[src/rtl/cdc_ctrl_pkg.sv]
// Shared types for the clock-crossing holding-register transmit sequencer.
package cdc_ctrl_pkg;

    typedef enum logic [1:0] {
        IDLE   = 2'd0,
        LAUNCH = 2'd1,
        WAIT   = 2'd2
    } cdc_tx_state_e;

    localparam int CDC_SYNC_STAGES_DEFAULT = 2;

    function automatic int cdc_idx_w(input int n);
        return (n > 1) ? $clog2(n) : 1;
    endfunction

endpackage

[src/rtl/cdc_sync_bit.sv]
// Async-reset flop chain bringing a single level signal into the local clock domain.
module cdc_sync_bit #(
    parameter int STAGES = 2
) (
    input  logic i_clk,
    input  logic i_rst,
    input  logic i_d,
    output logic o_q
);

    (* ASYNC_REG = "TRUE" *) logic [STAGES-1:0] r_sync;

    always_ff @(posedge i_clk or posedge i_rst) begin
        if (i_rst) r_sync <= '0;
        else       r_sync <= {r_sync[STAGES-2:0], i_d};
    end

    assign o_q = r_sync[STAGES-1];

endmodule

[src/rtl/cdc_reg_tx_ctrl.sv]
// Round-robin loader for a clock-crossing holding register with a 2-phase req/ack handshake.
module cdc_reg_tx_ctrl
    import cdc_ctrl_pkg::*;
#(
    parameter  int W           = 15,
    parameter  int N_REQ       = 2,
    parameter  int SYNC_STAGES = CDC_SYNC_STAGES_DEFAULT,
    localparam int IDW         = cdc_idx_w(N_REQ)
) (
    input  logic               i_clock,
    input  logic               i_reset,
    input  logic [N_REQ-1:0]   i_enq_valid,
    output logic [N_REQ-1:0]   o_enq_ready,
    input  logic [N_REQ*W-1:0] i_enq_bits,
    output logic [W-1:0]       o_cdc_d,
    output logic               o_cdc_en,
    output logic [IDW-1:0]     o_cdc_src,
    output logic               o_req_toggle,
    input  logic               i_ack_toggle,
    output logic               o_busy,
    output logic               o_proto_err
);

    cdc_tx_state_e    r_state;
    logic             r_req;
    logic             r_ack_q;
    logic [IDW-1:0]   r_rr;
    logic [IDW-1:0]   r_src;
    logic             r_busy;
    logic             r_perr;

    logic             w_ack_s;
    logic             w_any;
    logic [IDW-1:0]   w_gnt;
    logic [IDW-1:0]   w_rr_nxt;
    logic [W-1:0]     w_gnt_d;
    logic [N_REQ-1:0] w_ready;
    logic             w_load;

    cdc_sync_bit #(.STAGES(SYNC_STAGES)) u_ack_sync (
        .i_clk (i_clock),
        .i_rst (i_reset),
        .i_d   (i_ack_toggle),
        .o_q   (w_ack_s)
    );

    // Scan offsets from the highest down so the last hit is the first valid at/after r_rr.
    always_comb begin
        w_any = 1'b0;
        w_gnt = '0;
        for (int k = N_REQ - 1; k >= 0; k--) begin
            for (int j = 0; j < N_REQ; j++) begin
                if (j == ((int'(r_rr) + k) % N_REQ) && i_enq_valid[j]) begin
                    w_any = 1'b1;
                    w_gnt = IDW'(j);
                end
            end
        end
    end

    assign w_rr_nxt = (int'(w_gnt) == N_REQ - 1) ? '0 : w_gnt + 1'b1;
    assign w_load   = (r_state == IDLE) && w_any;

    always_comb begin
        w_gnt_d = '0;
        w_ready = '0;
        for (int j = 0; j < N_REQ; j++) begin
            if (w_gnt == IDW'(j)) begin
                w_gnt_d    = i_enq_bits[j*W +: W];
                w_ready[j] = w_load;
            end
        end
    end

    always_ff @(posedge i_clock or posedge i_reset) begin
        if (i_reset) begin
            r_state <= IDLE;
            r_req   <= 1'b0;
            r_ack_q <= 1'b0;
            r_rr    <= '0;
            r_src   <= '0;
            r_busy  <= 1'b0;
            r_perr  <= 1'b0;
        end else begin
            r_ack_q <= w_ack_s;
            // Any ack movement outside WAIT means the far side is out of step.
            if ((w_ack_s != r_ack_q) && (r_state != WAIT))
                r_perr <= 1'b1;
            case (r_state)
                IDLE: begin
                    if (w_any) begin
                        r_src   <= w_gnt;
                        r_rr    <= w_rr_nxt;
                        r_busy  <= 1'b1;
                        r_state <= LAUNCH;
                    end
                end
                LAUNCH: begin
                    r_req   <= ~r_req;
                    r_state <= WAIT;
                end
                WAIT: begin
                    if (w_ack_s == r_req) begin
                        r_busy  <= 1'b0;
                        r_state <= IDLE;
                    end
                end
                default: begin
                    r_busy  <= 1'b0;
                    r_state <= IDLE;
                end
            endcase
        end
    end

    assign o_enq_ready  = w_ready;
    assign o_cdc_en     = w_load;
    assign o_cdc_d      = w_gnt_d;
    assign o_cdc_src    = r_src;
    assign o_req_toggle = r_req;
    assign o_busy       = r_busy;
    assign o_proto_err  = r_perr;

endmodule

[config.mk]
export PLATFORM = sky130hd
export DESIGN_NAME = cdc_reg_tx_ctrl
export DESIGN_NICKNAME = d
export VERILOG_FILES = /design/src/rtl/cdc_ctrl_pkg.sv /design/src/rtl/cdc_sync_bit.sv /design/src/rtl/cdc_reg_tx_ctrl.sv
export SDC_FILE = /design/constraint.sdc
export NUM_CORES = 1
export LEC_CHECK = 0
export BUFFER_PORTS_ARGS = -buffer_cell sky130_fd_sc_hd__clkbuf_2
export CAP_MARGIN = 40
export CORE_UTILIZATION = 32
export DETAILED_ROUTE_END_ITERATION = 8
export GPL_ROUTABILITY_DRIVEN = 0
export PLACE_DENSITY = 0.81
export SYNTH_ARGS = -nofsm -noshare
export SYNTH_HDL_FRONTEND = slang
export SYNTH_SLANG_ARGS = --single-unit
[constraint.sdc]
create_clock -name i_clock -period 1.2 [get_ports i_clock]
set_input_delay 0.06 -clock i_clock [delete_from_list [all_inputs] [get_ports i_clock]]
set_output_delay 0.06 -clock i_clock [all_outputs]
set_load 0.02 [all_outputs]
==> summary.txt, run 1 <==
Clock network
  – Clk sink count: 10
  – H-tree depth: 1
  – Clock slew seen by the registers of the worst setup and hold paths: 60 ps
  – Num CTS Buffers: 3
  – Clk root buf: clkbuf_4
  – CTS tree: done
  – Clock Latency Late Sink: 250 ps
  – Clk buf depth: 2

STA
  – Final Hold Viols: 0
  – Slew headroom: 73.2%
  – Final period util: 128%
  – RSZ-0062 raised after global routing: true
  – Clock Skew: 0.258 ps
  – Final setup violation count: 17
  – Max Fclk: 0.649 GHz
  – Worst setup margin: -342 ps
  – Worst slew pin tran: 400 ps
  – Final Critical Period: 1540 ps
  – Slew Viols, Final: 0

Global routing
  – First-pass GRT wire length: 2.21 mm
  – Total track usage: 15.4%
  – Initial antenna violation count: 0
  – Largest net degree at the start of global routing: 11
  – Number of global-route vias before repair: 530
  – Global route overflow: 0

Floorplan
  – I/O pin count: 57
  – Die Wd: 45.7 um
  – Chip Height: 45.7 um
  – Starting Density: 34.6%
  – Die area: 0.00209 mm2
  – Core footprint: 0.00176 mm2
  – Core Rows: 15

Outcome
  – Failing checks: negative setup slack
  – Status: complete, but fails checks

Synthesis
  – Avg Synthesized Cell Area: 13.3 um2
  – #FFs+latches synth: 10
  – YS warnings: 0
  – Synthesized area: 611 um2
  – Synthesized net count: 81
  – Synth Instances: 46
  – Netlist cell types: 18
  – Post-synthesis sequential area ratio: 41.0%

Final layout
  – Fill cells: 157
  – Area added between synthesis and finish: 93.2%
  – Share of cells above drive strength 1: 76.5%
  – N_diodes: 0
  – Nets: 152
  – Post-layout instance area: 0.00118 mm2

Setup path
  – Worst Setup Start Kind: flop
  – CP required: 1140 ps
  – Reg2reg start: r_state[0]
  – Setup crit end kind: output pin
  – Worst EP arrival: 1480 ps
  – Crit path launch: r_rr
  – Worst Setup Path Type: reg -> out
  – Critical-path maximum fanout: 5

Route
  – Antenna Nets Post-Route: 0
  – Pre-antenna DRT Iters: 2
  – Routed Wire Length: 1.61 mm
  – Drt initial violations: 4
  – # DRC: 0
  – Per-cell routed wire length: 11.5 um
  – Via count: 632
  – Drt via density: 4.51

Power
  – Pwr dens: 1710 mW/mm2
  – Power Total: 2.02 mW
  – Pleak: 0.630 nW
  – Max rail drop VDD: 0.866 mV

Placement
  – Input/output buffers: 56
  – Post-DP HPWL: 1.21 mm
  – Cell Area, Placed: 955 um2

Run
  – Max Cap Viol: 0

Worst hold path
  – Hold crit path type: in -> reg
  – Hold path start: i_enq_valid[1]
==> logic make-up (layout without fill, tap and decap cells) <==
family          Yosys count  count (layout)  share of synthesized area [%]
buf+inv                   4              73                           5.12
compound gates            5               5                           6.76
simple gates              7               7                           7.99
xor+xnor                  3               3                           4.30
mux                      17              17                           34.8
flops                    10              10                           41.0
==> critical path, stage by stage, from the launching register on <==
cell,delay [ps]
dfrtp_1,400
o21ai_4,190
buf_6,150
mux2_2,350
buf_6,140
==> power breakdown <==
group / total [mW] / internal [mW] / switching [mW]
logic: 1.26 / 0.705 / 0.556
registers: 0.543 / 0.444 / 0.0989
clock network: 0.212 / 0.115 / 0.0971
==> layout by cell type (no fill, tap or decap), types with 3 or more instances in the layout <==
master and n:
clkbuf_4 3, buf_6 23, buf_4 4, clkbuf_2 38
mux2_4 12, mux2_2 3, dfrtp_1 10
==> synthesized netlist by cell type (all sizes together) <==
| master | n | share of area (%) |
|---|---|---|
| o21ai | 3 | 4.3 |
| mux2 | 16 | 33 |
| mux2i | 1 | 1.6 |
| nor3 | 3 | 4.3 |
| inv | 3 | 1.8 |
| xor2 | 1 | 1.4 |
| nor2 | 1 | 0.61 |
| dfrtp | 10 | 41 |
| a21o | 2 | 2.5 |
| buf | 1 | 3.3 |
| xnor2 | 2 | 2.9 |
| and2 | 1 | 1.0 |
| nand2b | 2 | 2.0 |
==> per-layer routing <==
metal	track usage (%)	routed length [um]	up-vias	part of all wire (%)
met5	0	0	-	0
met3	5.95	95	2	5.9
met2	25.1	914	29	57
met1	17.6	583	298	36
li1	-	-	303	-
met4	7.27	17	0	1.1
==> cell type report <==
| type | count | area [um2] | area share (%) |
|---|---|---|---|
| Clock buffer | 3 | 22.5 | 1.91 |
| Tap cell | 25 | 31.3 | 2.65 |
| Timing Repair Buffer | 67 | 499 | 42.3 |
| Multi-Input combinational cell | 32 | 365 | 31.0 |
| Inverter | 3 | 11.3 | 0.954 |
| Sequential cell | 10 | 250 | 21.2 |
==> flip-flops by register name (all words and copies together) (netlist names) <==
signal / cells
u_ack_sync.r_sync: 2
r_ack_q: 1
r_rr: 1
o_cdc_src: 1
r_state: 2
o_req_toggle: 1
o_busy: 1
o_proto_err: 1
==> repair_timing <==
action | in CTS | in global routing
setup buffers | 1 | 1
setup endpoints to repair | 18 | 18
hold endpoints to repair | 11 | 0
hold buffers | 2 | 0
pin swaps | 0 | 1
resized for setup | 5 | 63
==> per-stage QoR <==
step                utilization, %  cells  setup slack [ps]  setup TNS (ps)  hold slack [ps]
floorplan                        -     46             -24.5            -147            -99.8
global placement              54.1    133             -33.7            -401             17.5
detailed placement            54.1    133             -56.2            -696             28.9
CTS                           57.9    139              -343           -5490              138
global route                  66.9    140              -393           -6030              159
finish                        66.9    140              -342           -5060              171
==> path summary, 6_finish.rpt <==
kind                       slack (ps)  cells past startpoint                    to
setup / recovery                 -340                      4            o_cdc_d[9]
min in group asynchronous         310                      3               r_ack_q
hold reg to reg                   350                      0  u_ack_sync.r_sync[1]
max in group asynchronous         630                      3           o_proto_err
hold / removal                    170                      3                  r_rr
setup reg to reg                  100                      2                  r_rr
No activity file was read; power rests on OpenSTA's default activity.
==> run 2: changes to the inputs <==
CORE_MARGIN = 5   (was not set)
clock period = 1.3 ns   (was 1.2 ns; I/O delays follow)
==> summary.txt, run 2 (same netlist as run 1, synthesis figures left out) <==
Worst hold path
  – Hold path cells: 4
  – Hold path start: i_enq_valid[0]
  – Hold Path End: o_busy
  – Hold crit path type: in -> reg

Route
  – Drt via density: 4.32
  – Met2 wire len: 1.03 mm
  – Met3 WL: 215 um
  – Antenna Nets Post-Route: 0
  – # DRC: 0
  – Pre-antenna DRT Iters: 2
  – Via count: 588
  – WL met1: 598 um
  – Routed Wire Length: 1.87 mm
  – Per-cell routed wire length: 13.7 um
  – Drt initial violations: 1
  – Highest routed layer: met4

Floorplan
  – Die Wd: 53.7 um
  – Chip Height: 53.7 um
  – I/O pin count: 57
  – Core footprint: 0.00176 mm2
  – Core Rows: 15
  – Starting Density: 34.6%
  – Die area: 0.00288 mm2

Global routing
  – First-pass GRT wire length: 2.95 mm
  – Global route overflow: 0
  – Number of global-route vias before repair: 698
  – Initial antenna violation count: 0
  – Total track usage: 14.5%
  – Largest net degree at the start of global routing: 11

Setup path
  – R2r setup slk: 90 ps
  – Crit-path cells: o21ai_4 > buf_12 > mux2_2 > buf_2
  – Cell family with most CP delay: flip-flops
  – Reg2reg path depth: 2
  – Crit path buffers/inverters: 2
  – Worst EP arrival: 1480 ps
  – Critical-path maximum fanout: 10
  – CP required: 1240 ps
  – Worst Setup Start Kind: flop
  – Worst Setup Path Type: reg -> out
  – Reg2reg start: r_state[1]
  – Setup crit end kind: output pin
  – FF-to-FF End: r_rr
  – CP peak stage delay: 400 ps
  – Slowest-stage cell, CP: dfrtp_1

Outcome
  – Failing checks: negative setup slack
  – Status: complete, but fails checks

Power
  – Pwr dens: 1610 mW/mm2
  – Pleak: 0.566 nW
  – Max rail drop VDD: 0.890 mV

STA
  – Slew Viols, Final: 0
  – Slew headroom: 75.0%
  – Worst hold margin: 299 ps
  – RSZ-0062 raised after global routing: true
  – Worst slew pin tran: 374 ps
  – Worst setup margin: -249 ps
  – Final period util: 119%
  – Final Hold Viols: 0
  – Clock Skew: 4.56 ps
  – Final Critical Period: 1550 ps
  – Final setup violation count: 16
  – Max Fclk: 0.645 GHz

Final layout
  – Register area: 251 um2
  – Area added between synthesis and finish: 75.6%
  – Commonest cells after routing, fill and taps aside: clkbuf_2, mux2_2, dfrtp_1
  – Fill cells: 160
  – Cell Count, Final, Fillers Out: 136
  – Footprint of the multi-input gates: 337 um2
  – Nets: 147
  – Share of cells above drive strength 1: 76.6%
  – Largest registers: r_state (2), u_ack_sync.r_sync (2)
  – Commonest non-fill, non-tap cell in the layout: clkbuf_2
  – N_diodes: 0

Clock network
  – CTS tree: done
  – Clk sink count: 10
  – Clk buf depth: 2
  – Num CTS Buffers: 3
  – Clock Latency Late Sink: 260 ps
  – H-tree depth: 1
  – Clock slew seen by the registers of the worst setup and hold paths: 70 ps
  – Clk root buf: clkbuf_4

Placement
  – Post-DP HPWL: 1.63 mm
  – Placed insts: 129
  – Input/output buffers: 56

Run
  – Max Cap Viol: 0
## run 2: metrics by stage
stage / utilization [%] / worst slack [ps] / setup TNS [ps] / power (mW) / area (um2)
after detailed placement: 53.1 / -17.2 / -59.4 / 1.36 / 937
after global routing: 60.8 / -312 / -4680 / 1.84 / 1070
final: 60.8 / -249 / -3660 / 1.73 / 1070
after floorplan: - / 43.3 / 0 / 1.06 / 611
after global placement: 53.1 / 16.7 / 0 / 1.33 / 937
after CTS: 58.5 / -262 / -3990 / 1.70 / 1030
## run 2: power by group
group	switching (mW)	internal, mW
sequential	0.116	0.412
combinational	0.438	0.480
clock	0.109	0.170
total	0.663	1.06
## run 2: tightest hold or removal path: cells and delay by family
family                 cells  cell delay (ps)
AND/OR/NAND/NOR            2              250
AO/OA/AOI/OAI              1              110
buffers and inverters      1              100
## run 2: repair_timing
item	4_1_cts	5_1_grt
endpoints found under the setup margin	17	18
pin swaps	1	0
hold buffers	2	0
hold endpoints to repair	11	0
gates resized for setup	8	27
setup buffers	1	0
cloned	0	0
## run 2: layout make-up
| class | count | area share [%] |
|---|---|---|
| Clock buffer | 4 | 3.38 |
| Tap cell | 25 | 2.92 |
| Sequential cell | 10 | 23.5 |
| Timing Repair Buffer | 62 | 37.8 |
| Inverter | 3 | 1.05 |
| Multi-Input combinational cell | 32 | 31.4 |
## run 2: routing by layer
metal	up-vias	global-route usage, %
li1	289	-
met4	0	8.51
met1	256	13.4
met2	41	27.0
met5	-	0
met3	2	4.71
## run 2: how the worst max path moves through the flow
stage | start | end | cells after the start
2_1_floorplan | r_rr | o_cdc_d[0] | 3
3_3_place_gp | r_rr | o_cdc_d[13] | 4
3_5_place_dp | r_rr | o_cdc_d[0] | 4
4_1_cts | r_rr | o_cdc_d[8] | 4
5_1_grt | r_rr | o_cdc_d[7] | 4
6_report | r_rr | o_cdc_d[8] | 4
==> run 3: changes to the inputs <==
CTS_BUF_LIST = sky130_fd_sc_hd__clkbuf_16   (was not set)
==> summary.txt, run 3 (same netlist as run 1, synthesis figures left out) <==
Power
  – Sw Ratio: 35.8%
  – Power Total: 2.01 mW
  – Pwr dens: 1810 mW/mm2
  – Net Sw Power: 720 uW
  – Internal: 1.29 mW
  – Sequential Power Share: 26.8%
  – Pleak: 0.585 nW
  – Clock power frac: 27.1%
  – Comb power frac: 46.1%
  – Max rail drop VDD: 1.10 mV

Floorplan
  – Die Wd: 53.7 um
  – Starting Density: 34.6%
  – Core Rows: 15
  – Core footprint: 0.00176 mm2
  – I/O pin count: 57
  – Die area: 0.00288 mm2
  – Chip Height: 53.7 um

Route
  – Drt initial violations: 0
  – Per-cell routed wire length: 15.0 um
  – Antenna Nets Post-Route: 0
  – Pre-antenna DRT Iters: 1
  – # DRC: 0
  – Routed Wire Length: 2.04 mm
  – Via count: 603
  – Drt via density: 4.43

Global routing
  – Initial antenna violation count: 0
  – First-pass GRT wire length: 3.13 mm
  – Number of global-route vias before repair: 714
  – Total track usage: 15.5%
  – Largest net degree at the start of global routing: 11
  – Global route overflow: 0

STA
  – Slew headroom: 75.0%
  – Max Fclk: 0.661 GHz
  – Worst setup margin: -213 ps
  – Clock Skew: 4.38 ps
  – Slew Viols, Final: 0
  – Final period util: 116%
  – Worst hold margin: 330 ps
  – Worst slew pin tran: 374 ps
  – Final setup TNS: -3090 ps
  – Final Hold Viols: 0
  – RSZ-0062 raised after global routing: true
  – Final Critical Period: 1510 ps
  – Final setup violation count: 16

Worst hold path
  – Hold crit path type: in -> async

Setup path
  – Worst Setup Start Kind: flop
  – Reg2reg path depth: 2
  – Worst EP arrival: 1450 ps
  – Reg2reg start: r_state[0]
  – Crit path launch: r_rr
  – Setup crit end kind: output pin
  – Critical-path maximum fanout: 10
  – Worst Setup Path Type: reg -> out
  – CP required: 1240 ps
  – R2r setup slk: 80 ps
  – CP endpoint: o_cdc_d[8]
  – FF-to-FF End: r_rr

Outcome
  – Status: complete, but fails checks
  – Failing checks: negative setup slack

Final layout
  – Commonest non-fill, non-tap cell in the layout: clkbuf_2
  – Area added between synthesis and finish: 82.4%
  – Commonest cells after routing, fill and taps aside: clkbuf_2, dfrtp_1, mux2_2
  – N_diodes: 0
  – Post-layout instance area: 0.00111 mm2
  – Share of cells above drive strength 1: 74.8%
  – Largest registers: r_state (2), u_ack_sync.r_sync (2)
  – Nets: 147

Run
  – Max Cap Viol: 0

Placement
  – Input/output buffers: 56
  – Post-place setup slack: -17.2 ps
  – Post-DP HPWL: 1.63 mm
  – Cell Area, Placed: 937 um2

Clock network
  – Num CTS Buffers: 3
  – Clk buf depth: 2
  – Clk sink count: 10
  – H-tree depth: 1
  – Clock Latency Late Sink: 240 ps
  – CTS tree: done
  – Clock slew seen by the registers of the worst setup and hold paths: 40 ps
  – Clk root buf: clkbuf_16
-- run 3: changes by cell type in the layout (fill, tap and decap cells not counted), sizes merged --
| cell | previous run | this run |
|---|---|---|
| clkinv | 0 | 1 |
| clkbuf | 46 | 45 |
-- run 3: worst min path at each step --
| stage | start | end | slack [ps] | cells past startpoint |
|---|---|---|---|---|
| 2_1_floorplan | i_reset | o_busy | -90 | 1 |
| 4_1_cts | i_enq_valid[0] | o_busy | 340 | 4 |
| 3_3_place_gp | i_reset | u_ack_sync.r_sync[0] | 20 | 2 |
| 3_5_place_dp | i_reset | r_ack_q | 40 | 2 |
| 5_1_grt | i_enq_valid[0] | o_busy | 380 | 4 |
| 6_report | i_reset | u_ack_sync.r_sync[1] | 330 | 3 |
-- run 3: stage by stage --
step / util (%) / cells
floorplan: - / 46
global placement: 53.1 / 129
detailed placement: 53.1 / 129
CTS: 60.5 / 136
global route: 63.1 / 136
finish: 63.1 / 136
-- run 3: per-layer routing --
metal / vias up / share of wire [%] / global-route usage [%] / routed length, um
met5: - / 0 / 0 / 0
met2: 43 / 54 / 28.4 / 1090
li1: 290 / - / - / -
met3: 6 / 10 / 5.54 / 214
met1: 264 / 33 / 14.3 / 684
met4: 0 / 2.4 / 9.79 / 50
-- run 3: area by class of cell --
type,count,area (um2)
flip-flops and latches,10,250
multi-input cells,32,337
clock buffers,3,75.1
fillers,153,651
inverters,3,11.3
well taps,25,31.3
repair buffers,62,405
clock inverters,1,3.75
-- run 3: repair_timing --
item | CTS | global route
hold buffers | 2 | 0
gates resized for setup | 6 | 28
pin swaps | 1 | 0
gates cloned | 0 | 0
setup buffers | 1 | 0
setup endpoints to repair | 17 | 17
endpoints found under the hold margin | 11 | 0
-- run 3: power groups by stage --
| stage | sequential [mW] | combinational (mW) | clock [mW] |
|---|---|---|---|
| floorplan | 0.563 | 0.502 | 0 |
| global placement | 0.520 | 0.809 | 0 |
| detailed placement | 0.528 | 0.827 | 0 |
| CTS | 0.528 | 0.887 | 0.551 |
| global route | 0.552 | 0.996 | 0.569 |
| finish | 0.539 | 0.928 | 0.546 |
-- run 3: critical path, stage by stage, from the launching register on --
cell and delay, ps:
dfrtp_1 400, o21ai_4 180, buf_12 150, mux2_2 330, buf_2 160
